$ cat src/rtl/uart_mmio_ctrl_pkg.sv
`default_nettype none
// ============================================================================
// Module   : uart_mmio_ctrl_pkg
// Brief    : Opcodes, I/O offsets and status bit positions for the UART MMIO block
// Revision : 1.0 - initial release
// ============================================================================
package uart_mmio_ctrl_pkg;

    localparam logic [5:0] c_OP_LB  = 6'h20;
    localparam logic [5:0] c_OP_LW  = 6'h23;
    localparam logic [5:0] c_OP_LBU = 6'h24;
    localparam logic [5:0] c_OP_SB  = 6'h28;
    localparam logic [5:0] c_OP_SW  = 6'h2B;

    localparam logic [27:0] c_OFF_TX_STAT = 28'h00;
    localparam logic [27:0] c_OFF_RX_STAT = 28'h04;
    localparam logic [27:0] c_OFF_TX_DATA = 28'h08;
    localparam logic [27:0] c_OFF_RX_DATA = 28'h0C;
    localparam logic [27:0] c_OFF_CYCLE   = 28'h10;
    localparam logic [27:0] c_OFF_CNT_CLR = 28'h18;

    localparam int c_TXS_READY_BIT = 0;
    localparam int c_TXS_DROP_BIT  = 1;
    localparam int c_RXS_NEMPTY_BIT = 0;
    localparam int c_RXS_OCC_LSB   = 1;
    localparam int c_RXS_OCC_MSB   = 3;

    typedef enum logic [2:0] {
        REG_NONE,
        REG_TX_STAT,
        REG_RX_STAT,
        REG_TX_DATA,
        REG_RX_DATA,
        REG_CYCLE,
        REG_CNT_CLR
    } ioReg_t;

    function automatic ioReg_t decodeReg(input logic [27:0] off);
        case (off)
            c_OFF_TX_STAT: return REG_TX_STAT;
            c_OFF_RX_STAT: return REG_RX_STAT;
            c_OFF_TX_DATA: return REG_TX_DATA;
            c_OFF_RX_DATA: return REG_RX_DATA;
            c_OFF_CYCLE:   return REG_CYCLE;
            c_OFF_CNT_CLR: return REG_CNT_CLR;
            default:       return REG_NONE;
        endcase
    endfunction

    // Occupancy field is only three bits wide, so larger counts pin at 7.
    function automatic logic [2:0] satOcc(input logic [31:0] cnt);
        return (cnt > 32'd7) ? 3'd7 : cnt[2:0];
    endfunction

endpackage
`default_nettype wire

$ cat src/rtl/uart_rx_fifo.sv
`default_nettype none
// ============================================================================
// Module   : uart_rx_fifo
// Brief    : Power-of-two receive FIFO with occupancy count; storage is unreset
// Revision : 1.0 - initial release
// ============================================================================
module uart_rx_fifo #(
    parameter int DEPTH = 4,
    parameter int WIDTH = 8
) (
    input  logic                     clk,
    input  logic                     reset,
    input  logic                     push,
    input  logic                     pop,
    input  logic [WIDTH-1:0]         wrData,
    output logic [WIDTH-1:0]         head,
    output logic                     full,
    output logic                     empty,
    output logic [$clog2(DEPTH):0]   count
);

    localparam int c_PTR_W = $clog2(DEPTH);
    localparam int c_CNT_W = c_PTR_W + 1;

    logic [WIDTH-1:0]   r_mem [DEPTH];
    logic [c_PTR_W-1:0] r_wrPtr;
    logic [c_PTR_W-1:0] r_rdPtr;
    logic [c_CNT_W-1:0] r_count;
    logic               w_doPush;
    logic               w_doPop;

    assign full     = (r_count == c_CNT_W'(DEPTH));
    assign empty    = (r_count == '0);
    assign count    = r_count;
    assign head     = r_mem[r_rdPtr];
    assign w_doPush = push && !full;
    assign w_doPop  = pop && !empty;

    always_ff @(posedge clk) begin
        if (w_doPush) begin
            r_mem[r_wrPtr] <= wrData;
        end
    end

    always_ff @(posedge clk or negedge reset) begin
        if (!reset) begin
            r_wrPtr <= '0;
            r_rdPtr <= '0;
            r_count <= '0;
        end else begin
            if (w_doPush) begin
                r_wrPtr <= r_wrPtr + 1'b1;
            end
            if (w_doPop) begin
                r_rdPtr <= r_rdPtr + 1'b1;
            end
            case ({w_doPush, w_doPop})
                2'b10:   r_count <= r_count + 1'b1;
                2'b01:   r_count <= r_count - 1'b1;
                default: r_count <= r_count;
            endcase
        end
    end

endmodule
`default_nettype wire

$ cat src/rtl/uart_mmio_ctrl.sv
`default_nettype none
// ============================================================================
// Module   : uart_mmio_ctrl
// Brief    : Memory-mapped UART TX/RX, status and cycle counter for the E/M pipe
// Revision : 1.0 - initial release
// ============================================================================
module uart_mmio_ctrl
    import uart_mmio_ctrl_pkg::*;
#(
    parameter int          RX_DEPTH = 4,
    parameter logic [31:0] IO_BASE  = 32'h8000_0000
) (
    input  logic        clk,
    input  logic        reset,
    input  logic        stall,
    input  logic [31:0] addrE,
    input  logic [5:0]  opcodeE,
    input  logic [7:0]  wdataE,
    input  logic        DataInReady,
    input  logic        DataOutValid,
    input  logic [7:0]  UARTDataOut,
    output logic        UARTCtr,
    output logic [31:0] UARTCtrOut,
    output logic        DataInValid,
    output logic [7:0]  TxData,
    output logic        DataOutReady
);

    localparam int c_CNT_W = $clog2(RX_DEPTH) + 1;

    ioReg_t             w_reg;
    logic [27:0]        w_offset;
    logic               w_isLoad;
    logic               w_isStore;
    logic               w_ioLoad;
    logic               w_ioStore;
    logic               w_txFire;
    logic               w_txDrop;
    logic               w_txStatRd;
    logic               w_pop;
    logic               w_push;
    logic               w_clrCnt;
    logic [31:0]        w_rdData;
    logic [31:0]        w_cycleNext;
    logic [7:0]         w_head;
    logic               w_full;
    logic               w_empty;
    logic [c_CNT_W-1:0] w_count;

    logic               r_uartCtr;
    logic [31:0]        r_uartCtrOut;
    logic               r_dataInValid;
    logic [7:0]         r_txData;
    logic               r_txDrop;
    logic [31:0]        r_cycle;

    assign w_offset = addrE[27:0] - IO_BASE[27:0];
    assign w_push   = DataOutValid && !w_full;

    always_comb begin
        w_reg = REG_NONE;
        if (addrE[31:28] == IO_BASE[31:28]) begin
            w_reg = decodeReg(w_offset);
        end
        w_isLoad    = opcodeE inside {c_OP_LB, c_OP_LW, c_OP_LBU};
        w_isStore   = opcodeE inside {c_OP_SB, c_OP_SW};
        w_ioLoad    = !stall && w_isLoad && (w_reg != REG_NONE);
        w_ioStore   = !stall && w_isStore && (w_reg != REG_NONE);
        w_txFire    = w_ioStore && (w_reg == REG_TX_DATA) && DataInReady;
        w_txDrop    = w_ioStore && (w_reg == REG_TX_DATA) && !DataInReady;
        w_txStatRd  = w_ioLoad && (w_reg == REG_TX_STAT);
        w_pop       = w_ioLoad && (w_reg == REG_RX_DATA) && !w_empty;
        w_clrCnt    = w_ioStore && (w_reg == REG_CNT_CLR);
        w_cycleNext = w_clrCnt ? 32'd0 : r_cycle + 32'd1;

        // Counter reads report the value the counter holds during the M cycle.
        w_rdData = '0;
        case (w_reg)
            REG_TX_STAT: begin
                w_rdData[c_TXS_READY_BIT] = DataInReady;
                w_rdData[c_TXS_DROP_BIT]  = r_txDrop;
            end
            REG_RX_STAT: begin
                w_rdData[c_RXS_NEMPTY_BIT]              = !w_empty;
                w_rdData[c_RXS_OCC_MSB:c_RXS_OCC_LSB]   = satOcc(32'(w_count));
            end
            REG_RX_DATA: begin
                if (!w_empty) begin
                    w_rdData[7:0] = w_head;
                end
            end
            REG_CYCLE: begin
                w_rdData = w_cycleNext;
            end
            default: begin
                w_rdData = '0;
            end
        endcase
    end

    uart_rx_fifo #(
        .DEPTH (RX_DEPTH),
        .WIDTH (8)
    ) u_rxFifo (
        .clk    (clk),
        .reset  (reset),
        .push   (w_push),
        .pop    (w_pop),
        .wrData (UARTDataOut),
        .head   (w_head),
        .full   (w_full),
        .empty  (w_empty),
        .count  (w_count)
    );

    always_ff @(posedge clk or negedge reset) begin
        if (!reset) begin
            r_uartCtr     <= 1'b0;
            r_uartCtrOut  <= '0;
            r_dataInValid <= 1'b0;
            r_txData      <= '0;
            r_txDrop      <= 1'b0;
            r_cycle       <= '0;
        end else begin
            r_cycle       <= w_cycleNext;
            r_dataInValid <= w_txFire;
            if (w_txFire) begin
                r_txData <= wdataE;
            end
            if (!stall) begin
                r_uartCtr    <= w_ioLoad;
                r_uartCtrOut <= w_ioLoad ? w_rdData : 32'd0;
                if (w_txDrop) begin
                    r_txDrop <= 1'b1;
                end else if (w_txStatRd) begin
                    r_txDrop <= 1'b0;
                end
            end
        end
    end

    assign UARTCtr      = r_uartCtr;
    assign UARTCtrOut   = r_uartCtrOut;
    assign DataInValid  = r_dataInValid;
    assign TxData       = r_txData;
    assign DataOutReady = !w_full;

endmodule
`default_nettype wire

$ cat config.mk
export PLATFORM = sky130hd
export DESIGN_NAME = uart_mmio_ctrl
export DESIGN_NICKNAME = d
export VERILOG_FILES = /design/src/rtl/uart_mmio_ctrl_pkg.sv /design/src/rtl/uart_rx_fifo.sv /design/src/rtl/uart_mmio_ctrl.sv
export SDC_FILE = /design/constraint.sdc
export NUM_CORES = 1
export LEC_CHECK = 0
export CAP_MARGIN = 10
export CORE_MARGIN = 4
export CORE_UTILIZATION = 45
export DETAILED_ROUTE_END_ITERATION = 8
export GPL_TIMING_DRIVEN = 0
export HOLD_SLACK_MARGIN = 0.15
export MAX_ROUTING_LAYER = met4
export PLACE_DENSITY = 0.69
export SYNTH_ARGS = -nofsm -noshare
export SYNTH_HDL_FRONTEND = slang
export SYNTH_SLANG_ARGS = --single-unit
$ cat constraint.sdc
create_clock -name clk -period 3.4 [get_ports clk]
set_input_delay 0.34 -clock clk [delete_from_list [all_inputs] [get_ports clk]]
set_output_delay 0.34 -clock clk [all_outputs]
set_load 0.01 [all_outputs]
Word-level counts from Yosys, hierarchy flattened

Memories as Yosys holds them, arrays and structs flattened.
Index checks and enable logic that the tools add are counted.

Flip-flop bits (word level): 82
RAM bits: 32
Input bits: 59
Memories: 1

Memory list:

| memory         | depth | width | read ports | clocked after Yosys merged registers in | write ports | RTL line           | RTL |
|---|---|---|---|---|---|---|---|
| u_rxFifo.r_mem | 4     | 8     | 1          | 0                                       | 1           | uart_rx_fifo.sv:25 | `logic [WIDTH-1:0] r_mem [DEPTH];` |

Add/subtract/negate cells: 5
Eq/ne operators: 20
Multiplexer cells: 14
Bitwise logic cells: 1
Reduce and logical (&&, ||, !) cells: 26

Operators by type and width:

| operator                                                               | number |
|---|---|
| 32-bit two-way mux                                                     | 2 |
| 28-bit by 4-bit equality test with 1-bit output, second input constant | 2 |
| 28-bit by 5-bit equality test with 1-bit output, second input constant | 2 |
| 32-bit by 1-bit adder with 32-bit output, second input constant        | 1 |
| 6-bit equality test, second input constant                             | 5 |
| 28-bit by 3-bit equality test with 1-bit output, second input constant | 1 |
| 28-bit zero test                                                       | 1 |
| 24-bit two-way mux                                                     | 1 |
| 3-bit case mux with 6 select lines                                     | 1 |
| 1-bit logical AND                                                      | 14 |
| 3-bit equality test, second input constant                             | 4 |
| 8-bit two-way mux                                                      | 1 |
| 2-bit case mux with 4 select lines                                     | 1 |
| 4-bit case mux with 2 select lines                                     | 1 |
| 3-bit by 2-bit equality test with 1-bit output, second input constant  | 2 |
| 2-bit case mux with 3 select lines                                     | 1 |
| 3-bit case mux with 2 select lines                                     | 1 |
| 2-bit nonzero test                                                     | 3 |
| 3-bit nonzero test                                                     | 2 |
| 2-bit by 1-bit adder with 2-bit output, second input constant          | 2 |
| 4-bit equality test, second input constant                             | 1 |
| 1-bit zero test                                                        | 4 |
| 1-bit two-way mux                                                      | 4 |
| 3-bit by 1-bit adder with 3-bit output, second input constant          | 1 |
| 8 further kinds                                                        | 8 |

Longest topological paths before layout

Depth in word-level cells: 10
Gate-level depth with buffers: 10

Cells and area by module

From an unflattened synthesis, not the netlist that was laid out.

Cells, all modules: 417
Area, all modules: 5031.1 um^2

By module, submodules not included:

| module         | instances | cells an instance | area each (um^2) | seq. area each (um^2) |
|---|---|---|---|---|
| uart_mmio_ctrl | 1         | 338               | 3438.3           | 1876.8 |
| uart_rx_fifo   | 1         | 79                | 1592.8           | 1136.1 |

Worst setup path after synthesis

OpenSTA, ideal clock, no wires.

Kind: in2reg
From: in addrE[16]
To: reg u_rxFifo.r_count[2], in the netlist u_rxFifo.count[2]
Setup time: 0.079 ns
Arrival time: 2.175 ns
Slack: 1.146 ns
Stages: 9
Path through: nor4_1 > nand4_2 > nor4_1 > ha_1 > inv_1 > fa_1 > xor2_1 > nor2_1 > xor2_1

Cells in the longest elaborated chain, start to end: 10
Elaborated cells on any way between the ends: 18

Ends and longest elaborated chain:

| element                                                                               | RTL line                 | RTL |
|---|---|---|
| from (decl)                                                                           | uart_mmio_ctrl.sv:16     | `input logic [31:0] addrE,` |
| 28-bit by 5-bit equality test with 1-bit output (tied with other cells)               | uart_mmio_ctrl_pkg.sv:39 | `case (off)` |
| 3-bit case mux with 6 select lines *                                                  | uart_mmio_ctrl_pkg.sv:39 |  |
| 3-bit two-way mux *                                                                   | uart_mmio_ctrl.sv:62     | `if (addrE[31:28] == IO_BASE[31:28]) begin` |
| 3-bit nonzero test                                                                    | uart_mmio_ctrl.sv:67     | `w_ioLoad = !stall && w_isLoad && (w_reg != REG_NONE);` |
| 1-bit logical AND                                                                     | uart_mmio_ctrl.sv:67     |  |
| 1-bit logical AND * (2 in series)                                                     | uart_mmio_ctrl.sv:72     | `w_pop = w_ioLoad && (w_reg == REG_RX_DATA) && !w_empty;` |
| 1-bit logical AND *                                                                   | uart_rx_fifo.sv:37       | `assign w_doPop = pop && !empty;` |
| via u_rxFifo.w_doPop                                                                  | uart_rx_fifo.sv:30       | `logic w_doPop;` |
| 2-bit by 1-bit equality test with 1-bit output or 2-bit equality test (tied branches) | uart_rx_fifo.sv:57       | `case ({w_doPush, w_doPop})` |
| 3-bit case mux with 2 select lines or 2-bit nonzero test (tied branches)              | n/a                      |  |
| to (signal assigned)                                                                  | uart_rx_fifo.sv:58       | `2'b10: r_count <= r_count + 1'b1;` |
| to (signal assigned)                                                                  | uart_rx_fifo.sv:59       | `2'b01: r_count <= r_count - 1'b1;` |
| to (signal assigned)                                                                  | uart_rx_fifo.sv:60       | `default: r_count <= r_count;` |
| to (decl)                                                                             | uart_rx_fifo.sv:28       | `logic [c_CNT_W-1:0] r_count;` |

Mark *: on every way through the listed nets, which the timed path passes. The rest lies on a longest branch.
A chain may end at the register's enable or synchronous reset.

Worst setup path after layout

From: in addrE[2]
To: reg u_rxFifo.r_count[2], in the netlist u_rxFifo.count[2]

Same word-level chain as after synthesis.

==> results.json <==
{
  "wl_per_cell_um": 16.49,
  "track_usage": 0.1936,
  "vias_per_cell": 5.220,
  "synth_commonest_cells": "dfrtp_1, nor2_1, nand2_1",
  "final_nets": 599,
  "ys_warn_count": 0,
  "cp.arrival_ps": 3110,
  "yosysSeqAreaShare": 0.5960,
  "cap_violations": 0,
  "drive_gt1_frac": 0.1172,
  "finalHoldViolCount": 0,
  "yosysUniqueCellTypes": 49,
  "skew_ps": 6.178,
  "whs_ps": 309.6,
  "power_density_mw_per_mm2": 524.2,
  "design.core.area_mm2": 0.01094,
  "cts_resized": 0,
  "r2r-end": "u_rxFifo.count[2]$_DFFE_PN0P_",
  "power_frac_seq": 0.442,
  "status": "completed",
  "worstPathMaxFanout": 7,
  "post_synth_inst_count": 412,
  "root_buffer": "clkbuf_16",
  "synth_flop_cell": "dfrtp_1",
  "die_x_um": 114.0,
  "critPathRequiredTime_ps": 3730,
  "hold_class": "primary input to async pin",
  "die_area_mm2": 0.01299,
  "period_needed_ps": 2772,
  "rsz0062_at_grt": "false",
  "irDropWorstVdd_uv": 409.9,
  "port_buffers": 100,
  "antenna_found_initial": 0,
  "drtIter0Drc": 178,
  "switching_share": 0.2305,
  "reg2reg_slack_ps": 960,
  "pin_count": 102,
  "async_flop_share": 0.7193,
  "globalplace.congestion": 0.7697,
  "r2r_start": "u_rxFifo.count[0]$_DFFE_PN0P_",
  "hpwl_um": 8040,
  "combPwrFrac": 0.095,
  "synth_edf_count": 32,
  "die_h_um": 114.0,
  "path_clk_slew_ps": 50,
  "overflow": 0,
  "syn_avg_cell_area_um2": 12.27,
  "worstSetupPathType": "primary input to register",
  "cts.htree.levels": 4,
  "reg2reg_depth": 8,
  "end_kind": "register",
  "startpoint_type": "primary input",
  "yosysTopAreaCell": "dfrtp_1",
  "initial_core_util": 0.4622,
  "synthMostInstantiatedCell": "dfrtp_1",
  "routed_wirelength_um": 11310,
  "area.growth.synth_to_final_pct": 34.90,
  "cts_sinks": 114,
  "p_switching_mw": 0.8239,
  "antenna_cells": 0,
  "finish.utilization": 0.6236,
  "grt_pass1_wl_um": 18800,
  "p_clk_frac": 0.462,
  "drt_pass1_iterations": 4,
  "cts_tree": "done",
  "tightest_slew_ps": 928.8,
  "rows": 38,
  "period_share": 0.8153,
  "synth_area_leaders": "dfrtp_1, edfxtp_1, mux4_2",
  "postSynthNetCount": 478,
  "drc": 0,
  "leakage_nw": 2.830,
  "clk_latency_ps": 410,
  "synth-seq-cells": 114,
  "ant_nets": 0,
  "p_int_mw": 2.751,
  "cts_made_buffers": 17,
  "grt_max_degree": 74,
  "num_vias": 3581,
  "setup_viol_count_final": 0,
  "netlist_area_mm2": 0.005055,
  "slew-limit-headroom": 0.3729,
  "first_global_vias": 3751,
  "slew_viol_final": 0,
  "synth_top_area_frac": 0.4059,
  "clock_path_buffers": 2,
  "fmax_mhz": 360.7,
  "power_mw": 3.575
}
metrics by stage:
step	cell area, um2	cells	TNS (ps)	setup slack [ps]
2_1_floorplan	5055	412	0	1146
3_3_place_gp	6231	652	-71250	-874.1
3_5_place_dp	6256	653	0	260.8
4_1_cts	6819	686	0	638.2
5_1_grt	6819	686	0	508.4
6_report	6819	686	0	627.9
layout by cell type (no fill, tap or decap), types with 3 or more instances in the layout:
cell type        count
clkdlybuf4s50_1     99
dfrtp_1             82
nor2_1              42
nand2_1             39
edfxtp_1            32
o21ai_0             23
xor2_1              18
clkbuf_16           17
clkbuf_1            16
and3_1              14
nand3_1             13
xnor2_1             13
inv_1               10
nand4_1              9
a21oi_1              9
mux4_2               8
mux2_4               8
clkinv_2             8
o31ai_1              7
ha_1                 6
nor4_2               5
nor3_1               4
buf_2                4
and4_1               4
and4b_1              4
a22oi_1              4
a32o_1               4
nand3b_1             3
nand2b_1             3
repair_timing:
item,in CTS,in global routing
hold buffers,1,0
hold endpoints to repair,82,0
setup buffers,0,0
per-layer routing:
layer | up-vias | wire, um | global-route usage
met5 | - | 0 | -
met4 | 0 | 159 | 0.08314
met2 | 68 | 5590 | 0.3076
li1 | 1742 | - | -
met3 | 11 | 463 | 0.05093
met1 | 1760 | 5096 | 0.2346
flip-flops by register name, indices dropped and copies added (netlist names):
signal            cells
u_rxFifo.r_mem       32
u_rxFifo.r_wrPtr      2
TxData                8
u_rxFifo.count        3
UARTCtr               1
r_cycle              32
u_rxFifo.r_rdPtr      2
UARTCtrOut           32
r_txDrop              1
DataInValid           1
cell families after synthesis:
logic type,synth area share
and+or+nand+nor,0.1782
DFF,0.5960
AOI/OAI and AO/OA,0.06881
xor gates and xnor gates,0.05371
buffers and inverters,0.02104
muxes,0.06337
adders and majority gates,0.01881
worst max-delay path by stage:
stage | start | to | slack, ps | cells past startpoint
global route | addrE[2] | u_rxFifo.count[2]$_DFFE_PN0P_ | 510 | 10
finish | addrE[2] | u_rxFifo.count[2]$_DFFE_PN0P_ | 630 | 10
CTS | addrE[2] | u_rxFifo.count[2]$_DFFE_PN0P_ | 640 | 10
floorplan | addrE[16] | u_rxFifo.count[2]$_DFFE_PN0P_ | 1150 | 9
detailed placement | addrE[2] | u_rxFifo.count[2]$_DFFE_PN0P_ | 260 | 10
global placement | reset | UARTCtrOut[28]$_DFFE_PN0N_ | -870 | 1
power groups by stage:
stage | Clock, mW | Sequential, mW | Combinational (mW)
4_1_cts | 1.68 | 1.58 | 0.351
3_5_place_dp | 0 | 1.60 | 0.347
2_1_floorplan | 0 | 1.59 | 0.184
3_3_place_gp | 0 | 1.60 | 0.332
5_1_grt | 1.75 | 1.59 | 0.385
6_report | 1.65 | 1.58 | 0.341
worst max-delay path, cell delays in order:
cell and delay, ps:
clkdlybuf4s50_1 600, and2b_1 250, o311ai_0 330, nor4_1 470, ha_1 260, inv_1 60
fa_1 370, xor2_1 150, nor2_1 120, xor2_1 160
final cells by class:
| class | count | area, um2 |
|---|---|---|
| Clock inverter | 12 | 116.4 |
| Buffer | 17 | 68.82 |
| Fill cell | 883 | 4116 |
| Timing Repair Buffer | 102 | 1036 |
| Clock buffer | 20 | 436.7 |
| Tap cell | 140 | 175.2 |
| Sequential cell | 114 | 3013 |
| Inverter | 10 | 37.54 |
| Multi-Input combinational cell | 271 | 1936 |
No activity file was read; power rests on OpenSTA's default activity.
